`src/rtl/vga_pkg.sv`:
```
// Shared VGA pixel-port widths, plot-arbiter state encoding and palette constants.
package vga_pkg;

  localparam int VGA_X_W      = 8;
  localparam int VGA_Y_W      = 7;
  localparam int VGA_COLOUR_W = 3;

  typedef enum logic {
    IDLE  = 1'b0,
    BURST = 1'b1
  } arb_state_e;

  localparam logic [VGA_COLOUR_W-1:0] COL_BLACK  = 3'b000;
  localparam logic [VGA_COLOUR_W-1:0] COL_BLUE   = 3'b001;
  localparam logic [VGA_COLOUR_W-1:0] COL_GREEN  = 3'b010;
  localparam logic [VGA_COLOUR_W-1:0] COL_CYAN   = 3'b011;
  localparam logic [VGA_COLOUR_W-1:0] COL_RED    = 3'b100;
  localparam logic [VGA_COLOUR_W-1:0] COL_YELLOW = 3'b110;
  localparam logic [VGA_COLOUR_W-1:0] COL_WHITE  = 3'b111;

endpackage

```
`src/rtl/rr_pick.sv`:
```
// Combinational round-robin finder: first active request at or after rr_ptr_i, wrapping.
// Produces a one-hot grant, its index, and whether any request was found.
module rr_pick #(
  parameter int NUM_REQ = 6,
  parameter int IDX_W   = 3
) (
  input  logic [NUM_REQ-1:0] req_i,
  input  logic [IDX_W-1:0]   rr_ptr_i,
  output logic [NUM_REQ-1:0] grant_o,
  output logic [IDX_W-1:0]   idx_o,
  output logic               any_o
);

  logic [IDX_W:0] cand;
  logic           found;

  always_comb begin
    grant_o = '0;
    idx_o   = '0;
    found   = 1'b0;
    cand    = '0;
    for (int i = 0; i < NUM_REQ; i++) begin
      // rr_ptr_i is always below NUM_REQ, so one subtraction wraps the sum.
      cand = {1'b0, rr_ptr_i} + (IDX_W+1)'(i);
      if (cand >= (IDX_W+1)'(NUM_REQ)) begin
        cand = cand - (IDX_W+1)'(NUM_REQ);
      end
      if (!found && req_i[cand[IDX_W-1:0]]) begin
        found                     = 1'b1;
        grant_o[cand[IDX_W-1:0]]  = 1'b1;
        idx_o                     = cand[IDX_W-1:0];
      end
    end
  end

  assign any_o = found;

endmodule

```
`src/rtl/vga_plot_arbiter.sv`:
```
// Round-robin owner of the single VGA pixel-write port; an owner keeps it until its last pixel.
// Define PLOT_ARB_WATCHDOG_EN to revoke a grant after STALL_MAX consecutive owner stall cycles.
module vga_plot_arbiter
  import vga_pkg::*;
#(
  parameter int NUM_REQ  = 6,
  parameter int X_W      = VGA_X_W,
  parameter int Y_W      = VGA_Y_W,
  parameter int COLOUR_W = VGA_COLOUR_W
`ifdef PLOT_ARB_WATCHDOG_EN
  , parameter int STALL_MAX = 255
`endif
) (
  input  logic                         clk,
  input  logic                         resetn,
  input  logic [NUM_REQ-1:0]           req,
  input  logic [NUM_REQ-1:0]           req_last,
  input  logic [NUM_REQ*X_W-1:0]       req_x,
  input  logic [NUM_REQ*Y_W-1:0]       req_y,
  input  logic [NUM_REQ*COLOUR_W-1:0]  req_colour,
  output logic [NUM_REQ-1:0]           grant,
  output logic [X_W-1:0]               vga_x,
  output logic [Y_W-1:0]               vga_y,
  output logic [COLOUR_W-1:0]          vga_colour,
  output logic                         vga_plot,
  output logic                         busy,
  output logic [NUM_REQ-1:0]           stall_err
);

  localparam int IDX_W = (NUM_REQ > 1) ? $clog2(NUM_REQ) : 1;

  arb_state_e            state_q, state_d;
  logic [NUM_REQ-1:0]    grant_q, grant_d;
  logic [IDX_W-1:0]      owner_q, owner_d;
  logic [IDX_W-1:0]      rr_ptr_q, rr_ptr_d;
  logic [X_W-1:0]        vga_x_q, vga_x_d;
  logic [Y_W-1:0]        vga_y_q, vga_y_d;
  logic [COLOUR_W-1:0]   vga_colour_q, vga_colour_d;
  logic                  vga_plot_q, vga_plot_d;

  logic [NUM_REQ-1:0]    pick_grant;
  logic [IDX_W-1:0]      pick_idx;
  logic                  pick_any;
  logic                  own_req, own_last, release_c;
  logic [IDX_W-1:0]      owner_next;

`ifdef PLOT_ARB_WATCHDOG_EN
  localparam int CNT_W = $clog2(STALL_MAX + 1);
  logic [CNT_W-1:0]      stall_cnt_q, stall_cnt_d;
  logic [NUM_REQ-1:0]    stall_err_q, stall_err_d;
`endif

  rr_pick #(
    .NUM_REQ (NUM_REQ),
    .IDX_W   (IDX_W)
  ) u_rr_pick (
    .req_i    (req),
    .rr_ptr_i (rr_ptr_q),
    .grant_o  (pick_grant),
    .idx_o    (pick_idx),
    .any_o    (pick_any)
  );

  assign own_req    = req[owner_q];
  assign own_last   = req_last[owner_q];
  assign owner_next = (owner_q == IDX_W'(NUM_REQ - 1)) ? '0 : owner_q + IDX_W'(1);

  always_comb begin
    state_d      = state_q;
    grant_d      = grant_q;
    owner_d      = owner_q;
    rr_ptr_d     = rr_ptr_q;
    vga_x_d      = vga_x_q;
    vga_y_d      = vga_y_q;
    vga_colour_d = vga_colour_q;
    vga_plot_d   = 1'b0;
    release_c    = 1'b0;
`ifdef PLOT_ARB_WATCHDOG_EN
    stall_cnt_d  = stall_cnt_q;
    stall_err_d  = stall_err_q;
`endif
    case (state_q)
      IDLE: begin
        if (pick_any) begin
          state_d = BURST;
          grant_d = pick_grant;
          owner_d = pick_idx;
`ifdef PLOT_ARB_WATCHDOG_EN
          stall_cnt_d = '0;
`endif
        end
      end
      BURST: begin
        if (own_req) begin
          vga_x_d      = req_x[int'(owner_q)*X_W +: X_W];
          vga_y_d      = req_y[int'(owner_q)*Y_W +: Y_W];
          vga_colour_d = req_colour[int'(owner_q)*COLOUR_W +: COLOUR_W];
          vga_plot_d   = 1'b1;
          release_c    = own_last;
`ifdef PLOT_ARB_WATCHDOG_EN
          stall_cnt_d  = '0;
`endif
        end
`ifdef PLOT_ARB_WATCHDOG_EN
        else if (stall_cnt_q == CNT_W'(STALL_MAX - 1)) begin
          release_c            = 1'b1;
          stall_err_d[owner_q] = 1'b1;
          stall_cnt_d          = '0;
        end else begin
          stall_cnt_d = stall_cnt_q + CNT_W'(1);
        end
`endif
      end
      default: state_d = IDLE;
    endcase
    // Releasing moves the pointer past the owner so the next IDLE cycle favours someone else.
    if (release_c) begin
      state_d  = IDLE;
      grant_d  = '0;
      rr_ptr_d = owner_next;
    end
  end

  always_ff @(posedge clk or negedge resetn) begin
    if (!resetn) begin
      state_q      <= IDLE;
      grant_q      <= '0;
      owner_q      <= '0;
      rr_ptr_q     <= '0;
      vga_x_q      <= '0;
      vga_y_q      <= '0;
      vga_colour_q <= '0;
      vga_plot_q   <= 1'b0;
    end else begin
      state_q      <= state_d;
      grant_q      <= grant_d;
      owner_q      <= owner_d;
      rr_ptr_q     <= rr_ptr_d;
      vga_x_q      <= vga_x_d;
      vga_y_q      <= vga_y_d;
      vga_colour_q <= vga_colour_d;
      vga_plot_q   <= vga_plot_d;
    end
  end

`ifdef PLOT_ARB_WATCHDOG_EN
  always_ff @(posedge clk or negedge resetn) begin
    if (!resetn) begin
      stall_cnt_q <= '0;
      stall_err_q <= '0;
    end else begin
      stall_cnt_q <= stall_cnt_d;
      stall_err_q <= stall_err_d;
    end
  end

  assign stall_err = stall_err_q;
`else
  assign stall_err = '0;
`endif

  assign grant      = grant_q;
  assign busy       = (state_q == BURST);
  assign vga_x      = vga_x_q;
  assign vga_y      = vga_y_q;
  assign vga_colour = vga_colour_q;
  assign vga_plot   = vga_plot_q;

endmodule

```
`config.mk`:
```
export PLATFORM = sky130hd
export DESIGN_NAME = vga_plot_arbiter
export DESIGN_NICKNAME = d
export VERILOG_FILES = /design/src/rtl/vga_pkg.sv /design/src/rtl/rr_pick.sv /design/src/rtl/vga_plot_arbiter.sv
export SDC_FILE = /design/constraint.sdc
export NUM_CORES = 1
export LEC_CHECK = 0
export BUFFER_PORTS_ARGS = -buffer_cell sky130_fd_sc_hd__buf_2
export CAP_MARGIN = 10
export CORE_MARGIN = 1.5
export CORE_UTILIZATION = 50
export DETAILED_ROUTE_END_ITERATION = 6
export HOLD_SLACK_MARGIN = 0.1
export PLACE_DENSITY = 0.86
export SKIP_CTS_REPAIR_TIMING = 1
export SLEW_MARGIN = 30
export SYNTH_ARGS = -nofsm -noshare
export SYNTH_HDL_FRONTEND = slang
export SYNTH_SLANG_ARGS = --single-unit
```
`constraint.sdc`:
```
create_clock -name clk -period 6.07 [get_ports clk]
set_input_delay 0.9105 -clock clk [delete_from_list [all_inputs] [get_ports clk]]
set_output_delay 0.9105 -clock clk [all_outputs]
set_load 0.02 [all_outputs]
```
### After elaboration in Yosys (flattened, before gate mapping)

Cells that the tools add are included.

| word-level totals | value |
|---|---|
| input port bits | 122 |
| logic and storage cells | 135 |
| flip-flop bits (word level) | 32 |
| output and inout port bits | 32 |

| operators by class | value |
|---|---|
| order comparisons | 19 |
| mux-type cells | 63 |
| equality and inequality tests | 2 |
| bitwise operators | 6 |
| shifts and indexed selects | 3 |
| $mul | 2 |
| add/sub/neg operators | 12 |
| reduce and logical (&&, ||, !) cells | 20 |

Operator list:

| kind | number |
|---|---|
| $mux W6 | 9 |
| $shiftx A48 B7 Y8 | 1 |
| $shiftx A42 B7 Y7 | 1 |
| $mux W3 | 13 |
| $or A6 B6 Y6 | 5 |
| $lt A3 B4 Y1 const B | 7 |
| $mux W1 | 27 |
| $bmux W1 S3 | 8 |
| $ge A4 B3 Y1 const B | 5 |
| $demux W1 S3 | 6 |
| $ge A3 B1 Y1 const B | 6 |
| $shiftx A18 B6 Y3 | 1 |
| $sub A3 B3 Y3 const B | 6 |
| $logic_and A1 B1 Y1 | 11 |
| $add A3 B2 Y4 const B | 2 |
| $add A3 B3 Y4 const B | 2 |
| $mul A3 B3 Y6 const B | 1 |
| $reduce_and A2 Y1 | 3 |
| $logic_not A1 Y1 | 5 |
| $mul A3 B2 Y5 const B | 1 |
| $add A3 B1 Y4 const B | 1 |
| $add A3 B1 Y3 const B | 1 |
| $eq A3 B3 Y1 const B | 1 |
| $ge A3 B3 Y1 const B | 1 |
| other kinds (3) | 3 |

### Depth between registers and ports, before layout

| logic depth | value |
|---|---|
| depth after elaboration | 23 |
| mapped depth | 15 |
| mapped depth without buffers | 10 |

### Hierarchy

From an unflattened synthesis, not the netlist that was laid out.

| second synthesis, totals | value |
|---|---|
| cells, all modules | 349 |
| area, all modules | 3390.8 µm² |

By module, submodules not included:

| module | times used | sequential area each (µm²) | cells an instance | area an instance (µm²) |
|---|---|---|---|---|
| vga_plot_arbiter | 1 | 800.8 | 196 | 2270.9 |
| rr_pick | 1 | 0.0 | 153 | 1119.8 |

### Least setup slack after synthesis

Ideal clock, no wire load.

| path | value |
|---|---|
| path kind | register -> register |
| from | register rr_ptr_q[0] |
| to | register grant_q[1] (netlist: grant[1]) |
| arrival time | 3.351 ns |
| setup time | 0.122 ns |
| period minus slack after synthesis | 3.473 ns |
| setup slack | 2.597 ns |
| cell stages (with the launch flop) | 14 |
| cells stage by stage | dfrtp_1 > buf_4 > clkbuf_1 > inv_1 > ha_1 > clkbuf_1 > nand3_1 > mux2_4 > mux2_4 > o2111ai_4 > nor2_1 > a32o_1 > a211o_1 > a32o_1 |

| on the way | value |
|---|---|
| word-level cells in the longest chain between the ends | 23 |
| elaborated cells on any way between the ends | 97 |
| those cells by class | add/sub: 11; order compare: 18; mux: 45; bitwise: 5; reduce/logical: 18 |

Ends and longest elaborated chain:

| what | line | source |
|---|---|---|
| start, declared | vga_plot_arbiter.sv:35 | `logic [IDX_W-1:0] rr_ptr_q, rr_ptr_d;` |
| start signal, assigned | vga_plot_arbiter.sv:138 | `rr_ptr_q <= rr_ptr_d;` |
| branches (longest 23 deep; another with $add A3 B1 Y4) | - |  |
| end signal, assigned | vga_plot_arbiter.sv:136 | `grant_q <= grant_d;` |
| end, declared | vga_plot_arbiter.sv:33 | `logic [NUM_REQ-1:0] grant_q, grant_d;` |

Several ways; the timed one is not identified. The select of a mux whose other input is x is not followed.
A chain may end at the register's enable or synchronous reset.

### Final worst setup path

| path | value |
|---|---|
| from | register rr_ptr_q[0] |
| to | register grant_q[3] (netlist: grant[3]) |

Same word-level chain as after synthesis.

==> impl_metrics.json <==
{
  "run_status": "completed",
  "synth_area_per_cell_sq_um": 8.985,
  "cts-buffers-inserted": 5,
  "synth_sequential_area_ratio_pct": 25.18,
  "ratio_of_final_minimum_period_to_clock_period_pct": 69.14,
  "finalWeightedCongestion": 0.9438,
  "nets": 615,
  "clock-sinks": 32,
  "netlist-cell-type-count": 59,
  "antenna_cells": 0,
  "io_pins": 154,
  "layout_common_cells": "buf_2, nand2_1, a21oi_1",
  "mappedNetlistArea_sq_mm": 0.003181,
  "ir_drop_v": 0.0003432,
  "count_of_antenna_violating_nets_left_after_detailed_routing": 0,
  "rsz0062_at_grt": "no",
  "detail_route.drc_violations": 0,
  "number_of_standard_cells_after_synthesis": 354,
  "grt_start_max_net_pins": 43,
  "postSynth.asyncResetShare_pct": 100.0,
  "p_leak_nw": 1.917,
  "finalSetupViolCount": 0,
  "routed_wirelength_microns": 10040,
  "finalSetupTns_ps": 0,
  "vias_in_the_first_global_route": 2900,
  "layout.cells.non_filler": 560,
  "drv_cap": 0,
  "ff_latch_area_sq_um": 803.3,
  "wire_per_inst_microns": 17.92,
  "die_y_microns": 82.76,
  "path_cells": "inv_1 > ha_1 > nand3_1 > mux2_4 > mux2_4 > o2111ai_4 > or3_1 > o21bai_4 > a21oi_1 > a32o_1",
  "detail_route.iter0.violations": 199,
  "period_needed_ps": 4197,
  "initial_utilization_pct": 52.78,
  "clock_tree.htree_level_count": 2,
  "critical_path.startpoint_type": "register",
  "route.vias.total": 3345,
  "die_width_microns": 82.76,
  "worstSetupEndpointType": "register",
  "worst_ep_required_time_ps": 6240,
  "timing_worst_slew_pin_value_ps": 953.0,
  "initial_antenna_violation_count": 0,
  "finalCoreUtilization_pct": 66.42,
  "mostFrequentLayoutCell": "buf_2",
  "number_of_max_slew_violations_in_the_final_report": 0,
  "clk_root_buffer_cell": "clkbuf_8",
  "placed_cells_incl_taps": 552,
  "clk-insertion-delay-late_ps": 290,
  "design.die.area_sq_mm": 0.006848,
  "area_delta_synth_final_pct": 25.85,
  "cpMaxStageDelayCell": "dfrtp_1",
  "setup.worst_path.class": "reg -> reg",
  "synth-seq-cells": 32,
  "cts_buffer_depth": 2,
  "drt_pre_antenna_iters": 5,
  "clkSlewWorstSetupHoldPaths_ps": 60,
  "timing.critical_path.slowest_cell_delay_ps": 970,
  "worst_setup_skew_after_layout_ps": 5.993,
  "grt_first_pass_wirelength_microns": 13770,
  "fillCellCount": 505,
  "total_global_routing_overflow": 0,
  "critical_path.most_common_cell": "mux2_4",
  "worst_ep_arrival_time_ps": 4370,
  "routed_via_density": 5.973,
  "fmax_mhz": 238.3,
  "grt_usage_pct": 26.74,
  "timing.slew.headroom_pct": 36.46,
  "critical_path.max_fanout": 26,
  "power.density_cell_area_mw_per_mm2": 575.7,
  "core_region_area_sq_mm": 0.006026,
  "multiInputGateArea_sq_mm": 0.002206,
  "synth-main-ff-cell": "dfrtp_1",
  "hpwlAfterDp_microns": 7827,
  "rows": 28,
  "report.final.hold_viol_count": 0,
  "place.port_buffers": 147,
  "cts_tree": "yes",
  "worst_hold_path_type": "reg -> reg",
  "drive_gt1_share_pct": 40.62,
  "synth_edf_count": 0,
  "yosys_warnings": 0
}
## cell families after synthesis
kind of cell	Yosys count	share of synthesized area, %
flops	32	25.18
fa+ha+maj	9	3.541
simple gates	106	15.46
xor+xnor	7	2.164
buf+inv	38	6.137
mux	53	25.14
other cells	1	0.1179
compound gates	108	22.27
## Yosys cell counts (3+ instances only)
cell      number  area (sq um)
a211oi_1       4         30.03
a21oi_1       34         170.2
a31oi_1        4         25.02
a32o_1         3         30.03
and2_1         4         25.02
and3_1         3         18.77
buf_2          3         15.01
buf_4          9         67.56
clkbuf_1      14         52.55
dfrtp_1       32         800.8
ha_1           9         112.6
inv_1          8         30.03
mux2_2         3         33.78
mux2_4         3         45.04
mux2i_1       27         270.3
mux4_2        20         450.4
nand2_1       36         135.1
nand2b_1       5         31.28
nand3_1       11         55.05
nor2_1        32         120.1
nor3_1         4         20.02
o21ai_0       27         135.1
o21ai_1        5         25.02
o31ai_1        3         22.52
xor2_1         4         35.03
## per-layer routing
layer / routed length, microns / global-route usage [%]
met5: 0 / 0
met4: 176 / 6.667
met1: 4050 / 36.36
met3: 855 / 5.714
met2: 4954 / 43.33
## layout make-up
class / count / share of cell area [%]
clock buffers: 7 / 2.407
well taps: 75 / 2.344
clock inverters: 1 / 0.7502
multi-input cells: 289 / 55.11
flip-flops and latches: 32 / 20.07
inverters: 8 / 0.7502
repair buffers: 148 / 18.57
## flip-flops by register name, indices dropped and copies added (netlist names)
register,flops
busy,1
owner_q,3
vga_x,8
vga_plot,1
vga_y,7
rr_ptr_q,3
grant,6
vga_colour,3
## report_power, final
group	total (mW)	internal, mW	leakage (nW)	switching, mW
logic	1.65	0.662	1.45	0.983
registers	0.435	0.312	0.400	0.123
clock network	0.224	0.145	0.0645	0.0789
total	2.30	1.12	1.92	1.18
## metrics by stage
| stage | worst slack, ps | area (sq um) | hold WS, ps | power, mW |
|---|---|---|---|---|
| 6_report | 1873 | 4003 | 483.1 | 2.304 |
| 5_1_grt | 1567 | 4003 | 502.9 | 2.475 |
| 4_1_cts | 1898 | 3999 | 484.7 | 2.281 |
| 3_5_place_dp | 1906 | 3872 | 470.1 | 2.050 |
| 3_3_place_gp | 2019 | 3872 | 461.6 | 2.014 |
| 2_1_floorplan | 2597 | 3199 | 509.5 | 1.697 |
## worst paths after layout
path	slack, ps	startpoint	depth (start not counted)	end
max in group asynchronous	4920	resetn	1	owner_q[1]
setup reg to reg	1870	rr_ptr_q[0]	10	grant[3]
hold reg to reg	480	vga_x[2]	2	vga_x[2]
setup / recovery	1870	rr_ptr_q[0]	10	grant[3]
min in group asynchronous	670	resetn	1	grant[4]
hold / removal	480	vga_x[2]	2	vga_x[2]
## worst max-delay path: cells and delay by family (launching register included)
kind / cells / cell delay [ps]
flip-flops: 1 / 970
buffers and inverters: 1 / 350
adder cells (fa/ha/maj): 1 / 700
AND/OR/NAND/NOR: 2 / 610
multiplexers: 2 / 570
AO/OA/AOI/OAI: 4 / 870
No activity file was read; power rests on OpenSTA's default activity.
